<file path="config.mk">
export PLATFORM = sky130hd
export DESIGN_NAME = timer_irq
export DESIGN_NICKNAME = d
export VERILOG_FILES = /design/src/rtl/timer_irq.sv
export SDC_FILE = /design/constraint.sdc
export NUM_CORES = 1
export LEC_CHECK = 0
export BUFFER_PORTS_ARGS = -buffer_cell sky130_fd_sc_hd__buf_2
export CORE_MARGIN = 5
export CORE_UTILIZATION = 58
export CTS_BUF_LIST = sky130_fd_sc_hd__clkbuf_8
export CTS_CLUSTER_DIAMETER = 150
export CTS_CLUSTER_SIZE = 25
export DETAILED_ROUTE_END_ITERATION = 16
export HOLD_SLACK_MARGIN = 0.15
export PLACE_DENSITY_LB_ADDON = 0.15
export SLEW_MARGIN = 20
export SYNTH_ARGS = -nofsm -noshare
export SYNTH_HDL_FRONTEND = slang
export SYNTH_SLANG_ARGS = --single-unit
</file>
<file path="constraint.sdc">
create_clock -name clk -period 2.7 [get_ports clk]
set_input_delay 0.54 -clock clk [delete_from_list [all_inputs] [get_ports clk]]
set_output_delay 0.54 -clock clk [all_outputs]
set_load 0.01 [all_outputs]
</file>
<file path="src/rtl/timer_irq.sv">
// Memory-mapped machine timer: prescaled counter, compare match, latched pending
// flag and a registered level interrupt, programmed over a req/ack register bus.
module timer_irq #(
  parameter int PRESCALE_W = 8
) (
  input  logic        clk,
  input  logic        rst,
  input  logic        req_i,
  input  logic        we_i,
  input  logic [31:0] addr_i,
  input  logic [31:0] data_i,
  output logic        ack_o,
  output logic [31:0] data_o,
  output logic        int_sig_o
);

  // Bus handshake: req_i is a one-cycle request (we_i qualifies it); every request
  // sampled at an edge is answered by a one-cycle ack_o after that edge, with
  // data_o carrying the pre-edge register value for reads and 0 otherwise.

  localparam logic [1:0] ADDR_CTRL  = 2'd0;
  localparam logic [1:0] ADDR_COUNT = 2'd1;
  localparam logic [1:0] ADDR_CMP   = 2'd2;
  localparam logic [1:0] ADDR_PRESC = 2'd3;

  logic                  en;
  logic                  ie;
  logic                  pend;
  logic                  periodic;
  logic [31:0]           count;
  logic [31:0]           cmp;
  logic [PRESCALE_W-1:0] presc;
  logic [PRESCALE_W-1:0] pc;

  logic                  wr;
  logic                  wr_ctrl;
  logic                  wr_count;
  logic                  wr_cmp;
  logic                  wr_presc;
  logic                  tick;
  logic                  match;
  logic                  en_next;
  logic [31:0]           rd_data;

  logic                  unused_addr;
  assign unused_addr = ^{addr_i[31:4], addr_i[1:0]};

  always_comb begin
    wr       = req_i & we_i;
    wr_ctrl  = wr && (addr_i[3:2] == ADDR_CTRL);
    wr_count = wr && (addr_i[3:2] == ADDR_COUNT);
    wr_cmp   = wr && (addr_i[3:2] == ADDR_CMP);
    wr_presc = wr && (addr_i[3:2] == ADDR_PRESC);

    tick  = en && (pc == presc);
    // Compare always uses the CMP value from before this edge.
    match = tick && (count == cmp);

    // A CTRL write overrides the one-shot auto-disable.
    en_next = en;
    if (match && !periodic) en_next = 1'b0;
    if (wr_ctrl)            en_next = data_i[0];

    rd_data = '0;
    case (addr_i[3:2])
      ADDR_CTRL:  rd_data = {28'd0, periodic, pend, ie, en};
      ADDR_COUNT: rd_data = count;
      ADDR_CMP:   rd_data = cmp;
      default:    rd_data = 32'(presc);
    endcase
  end

  always_ff @(posedge clk) begin
    if (rst) begin
      en        <= 1'b0;
      ie        <= 1'b0;
      pend      <= 1'b0;
      periodic  <= 1'b0;
      count     <= '0;
      cmp       <= '0;
      presc     <= '0;
      pc        <= '0;
      ack_o     <= 1'b0;
      data_o    <= '0;
      int_sig_o <= 1'b0;
    end else begin
      en <= en_next;

      if (wr_ctrl) begin
        ie       <= data_i[1];
        periodic <= data_i[3];
      end

      // A match setting pend beats a W1C clear in the same cycle.
      if (match)                     pend <= 1'b1;
      else if (wr_ctrl && data_i[2]) pend <= 1'b0;

      if (wr_count)     count <= data_i;
      else if (match)   count <= periodic ? 32'd0 : count;
      else if (tick)    count <= count + 32'd1;

      if (wr_cmp)   cmp   <= data_i;
      if (wr_presc) presc <= data_i[PRESCALE_W-1:0];

      // Prescaler restarts on a tick, on a COUNT write, and whenever the timer is off.
      if (wr_count || !en || !en_next || tick) pc <= '0;
      else                                     pc <= pc + 1'b1;

      int_sig_o <= pend & ie;
      ack_o     <= req_i;
      data_o    <= (req_i && !we_i) ? rd_data : 32'd0;
    end
  end

endmodule

</file>
# [After elaboration in Yosys (flattened, before gate mapping)]
# Cells that the tools add are included.
[classes] n_reduce_logical=22 n_eq_ne=6 bitwise=3 n_addsub=2 n_mux=9
[op_table] operator="two-way mux 32 bit" n=4
[op_table] operator="one-hot mux 32 bit (3 select lines)" n=1
[op_table] operator="adder 32 x 1 -> 32 bit, second input constant" n=1
[op_table] operator="== test 32 bit" n=1
[op_table] operator="logical AND 1 bit" n=9
[op_table] operator="adder 8 x 1 -> 8 bit, second input constant" n=1
[op_table] operator="== test 8 bit" n=1
[op_table] operator="== test 2 bit, second input constant" n=2
[op_table] operator="logical NOT 1 bit" n=4
[op_table] operator="two-way mux 1 bit" n=4
[op_table] operator="OR reduction 2 bit" n=2
[op_table] operator="logical OR 1 bit" n=3
[op_table] operator="inequality test 3 bit, second input constant" n=1
[op_table] operator="nonzero test 3 bit" n=1
[op_table] operator="bitwise AND 1 bit" n=2
[op_table] operator="== test 2 x 1 -> 1 bit, second input constant" n=1
[op_table] operator="logical NOT 2 bit" n=1
[op_table] operator="AND reduction 2 bit" n=1
[op_table] operator="nonzero test 2 bit" n=1
[op_table] operator="inverter 1 bit" n=1
[word_totals] register_bits=118 word_cells=53 input_bits=68 output_inout_bits=34

# [Logic depth before layout (Yosys ltp)]
[logic_depth] ltp_word=10 depth_mapped=9 depth_no_buf=7

# [Worst setup path before layout]
# OpenSTA, ideal clock, no wires.
[synth_path] path_kind="register -> register" startpoint="register count[3]" endpoint="register count[31]" path_stages_with_launch=8 synth_period_minus_slack_ns=2.253 path_buffers=1 setup_slack_ns=0.447 t_arrival_ns=2.139 path_cell_list="dfxtp_1 nand4_4 or4_1 clkbuf_2 or4_2 o21ba_2 nand2_1 a21oi_2"
[synth_between] elab_chain_cells=4 word_cells_on_any_way=9 classes_between="add/sub (1); eq/ne (2); mux (3); reduce/logical (3)"
[synth_lines] element="start: declaration" line_no="30" rtl="logic [31:0] count;"
[synth_lines] element="start signal: assignment" line_no="98" rtl="if (wr_count) count <= data_i;"
[synth_lines] element="start signal: assignment" line_no="99" rtl="else if (match) count <= periodic ? 32'd0 : count;"
[synth_lines] element="start signal: assignment" line_no="100" rtl="else if (tick) count <= count + 32'd1;"
[synth_lines] element="adder 32 x 1 -> 32 bit / == test 32 bit (equally long branches)" line_no="100, 57"
[synth_lines] element="two-way mux 32 bit / logical AND 1 bit (equally long branches)" line_no="100, 57"
[synth_lines] element="two-way mux 32 bit, or another cell as far along" line_no="99"
[synth_lines] element="two-way mux 32 bit / AND reduction 2 bit (equally long branches)"
# Parallel ways exist; a longest one is shown, timed or not. The select of a mux whose other input is x is not followed.
# A chain may end at the register's enable or synchronous reset.

# [Worst setup path after layout]
# Ends and elaborated chain as after synthesis.

==> run_results.csv <==
group,metric,value,unit
clocking,cts_tree,"done",
placement,gp_congestion,0.857,
power_and_ir_drop,power.density,564,nW/um2
clocking,cts_hold_buf,0,
sta,hold_viol_final,0,
worst_setup_path,path_max_fanout,6,
layout,drive_above_1_share,0.197,
detailed_routing,dr.pass1.iters,5,
sta,rsz0062_at_grt,"false",
detailed_routing,wl_per_cell,17.8,um
floorplan,coreArea,9640,um2
clocking,post_cts_buffers,0,
synth,synth_most_common_cell,"nand2_1",
status,status,"complete, no violations",
sta,drv_slew,0,
worst_setup_path,critPathKind,"reg2reg",
floorplan,ioPinCount,102,
detailed_routing,via_count,5317,
sta,skew,0.00793,ns
clocking,cts.sinks,118,
worst_setup_path,crit_path_start_kind,"flip-flop",
grt,grt_use_met2,0.441,
synth,synthXorXnorAreaFrac,0.101,
grt,grt_pass1_vias,5130,
clocking,cts_root_buffer,"clkbuf_8",
sta,final-setup-viol-count,0,
detailed_routing,drc,0,
detailed_routing,post_drt_via_cell_ratio,6.02,
synth,syn_inst,673,
synth,synthTopCellsByCount,"128 x nand2_1, 118 x dfxtp_1, 76 x a21oi_1",
worst_hold_path,hp-class,"in2reg",
clocking,cts_buffers,17,
synth,synth_top_area_frac,0.418,
floorplan,rows,36,
synth,yosys.area.top_type,"dfxtp_1",
grt,antenna_found_initial,0,
layout,fin_nets,808,
flow_run,maxCapViolations,0,
synth,ys_ff_latch,118,
synth,synth_top_family_by_area,"simple AND/OR/NAND/NOR gates",
sta,setup-tns-final,0,ns
grt,track_usage,0.279,
floorplan,die-area,11800,um2
floorplan,chipHeight,109,um
layout,fin_util,0.677,
clocking,ctsResizeCount,0,
layout,insertedDiodeCount,0,
clocking,insertion_delay,0.44,ns
layout,area_growth,15.5,%
synth,synthMuxAreaShare,0.0243,
synth,synthAdderAreaFrac,0.00443,
synth,synth.net_count,743,
synth,ys_types,61,
synth,synthFlopType,"dfxtp_1",
sta,fin_crit,2.44,ns
grt,use_met1,0.374,
clocking,cts_max_level,4,
synth,synthTopCellsByArea,"dfxtp_1 42%, nand2_1 8.5%, a22oi_1 6.9%, a21oi_1 6.7%, xnor2_1 6.7%",
sta,fin_crit_sh,0.905,
synth,yosysSeqAreaShare,0.418,
clocking,clk_pin_slew_worst_paths,0.07,ns
placement,dpl_worst_slack,0.287,ns
worst_setup_path,end_kind,"flip-flop",
placement,portBuffers,71,
synth,synth_area,5650,um2
power_and_ir_drop,leakage,2.38,nW
placement,hpwl,10.9,mm
sta,worst_slew_pin_slew,0.674,ns
detailed_routing,first_iter_violations,467,
worst_setup_path,critPathArrivalTime,2.82,ns
power_and_ir_drop,max-vdd-ir-drop,0.000300,V
synth,synth_edf_count,0,
grt,grt_pass1_wl,25.5,mm
detailed_routing,drt-total-wl,15.7,mm
synth,yosysWarningCount,0,
floorplan,die_x,109,um
sta,max_freq,0.409,GHz
grt,grt_overflow,0,
detailed_routing,postRouteAntennaNets,0,
sta,setup_ws,0.256,ns
synth,synth_compound_area_frac,0.181,
synth,synthSimpleGateAreaFrac,0.220,
clocking,clk_path_buf_depth,2,
grt,grt_max_degree,51,
floorplan,start_util,0.587,
synth,syn-mean-instance-area,8.40,um2
sta,slew-limit-headroom,0.547,
grt,use_met3,0.0586,
synth,synthArstFlopShare,0,
worst_setup_path,cp.required,3.07,ns
grt,grt-busiest-layer,"met2",
==> routing by layer <==
metal | vias up | routed length (um) | part of all wire
met3 | 29 | 1430 | 0.090
met1 | 2520 | 6760 | 0.43
met4 | 0 | 286 | 0.018
met5 | - | 0 | 0
li1 | 2496 | - | -
met2 | 272 | 7270 | 0.46
==> cell usage in the layout, fill, tap and decap left out, drive strengths merged, types with 8 or more instances in the layout <==
master	instances
a21oi	77
a22oi	52
buf	99
clkbuf	19
dfxtp	118
nand2	128
nand3	23
nand4	16
nor2	42
nor2b	8
nor3	14
xnor2	43
xor2	22
==> cells by family (layout without fill, tap and decap cells) <==
logic type,count (synthesis),after routing
xor+xnor,65,65
simple gates,264,264
flops,118,118
fa+ha+maj,2,2
buf+inv,57,134
mux,8,8
compound gates,159,159
==> critical path, cell delays in order (launching register included) <==
cell and delay (ns):
dfxtp_1 0.51, nand4_4 0.17, or4_1 0.66, or3_1 0.35, a2111o_1 0.34, a22o_1 0.22
a21oi_2 0.11
==> sequential cells by signal (all words and copies together), names as in the netlist, 8 cells and up <==
signal  cells
pc          8
count      32
presc       8
data_o     32
cmp        32
==> report_power, final <==
part | internal, W | switching, W | leakage, nW | total [W]
Sequential | 0.00177 | 0.0000382 | 0.954 | 0.00181
Combinational | 0.000132 | 0.000207 | 1.23 | 0.000338
Clock | 0.000845 | 0.000691 | 0.197 | 0.00154
Total | 0.00275 | 0.000936 | 2.38 | 0.00368
==> per-stage QoR <==
stage,hold WS (ns),cell area [um2],std cells,total power (W)
5_1_grt,0.338,6530,883,0.00381
3_3_place_gp,0.463,6150,852,0.00217
3_5_place_dp,0.470,6150,852,0.00218
6_report,0.351,6530,883,0.00368
2_1_floorplan,0.421,5650,673,0.00204
4_1_cts,0.334,6530,883,0.00369
==> final cells by class <==
| class | count | area [um2] |
|---|---|---|
| Clock inverter | 12 | 114 |
| Multi-Input combinational cell | 498 | 3010 |
| Tap cell | 133 | 166 |
| Clock buffer | 19 | 262 |
| Timing Repair Buffer | 99 | 603 |
| Sequential cell | 118 | 2360 |
| Fill cell | 859 | 3110 |
| Inverter | 4 | 15.0 |
==> path summary, 6_finish.rpt <==
path,startpoint,to,slack [ns],depth (start not counted)
min,data_i[16],cmp[16],0.35,3
max reg2reg,count[3],count[31],0.26,6
max,count[3],count[31],0.26,6
min reg2reg,ie,ie,0.48,2
(Power assumes the default switching activity.)
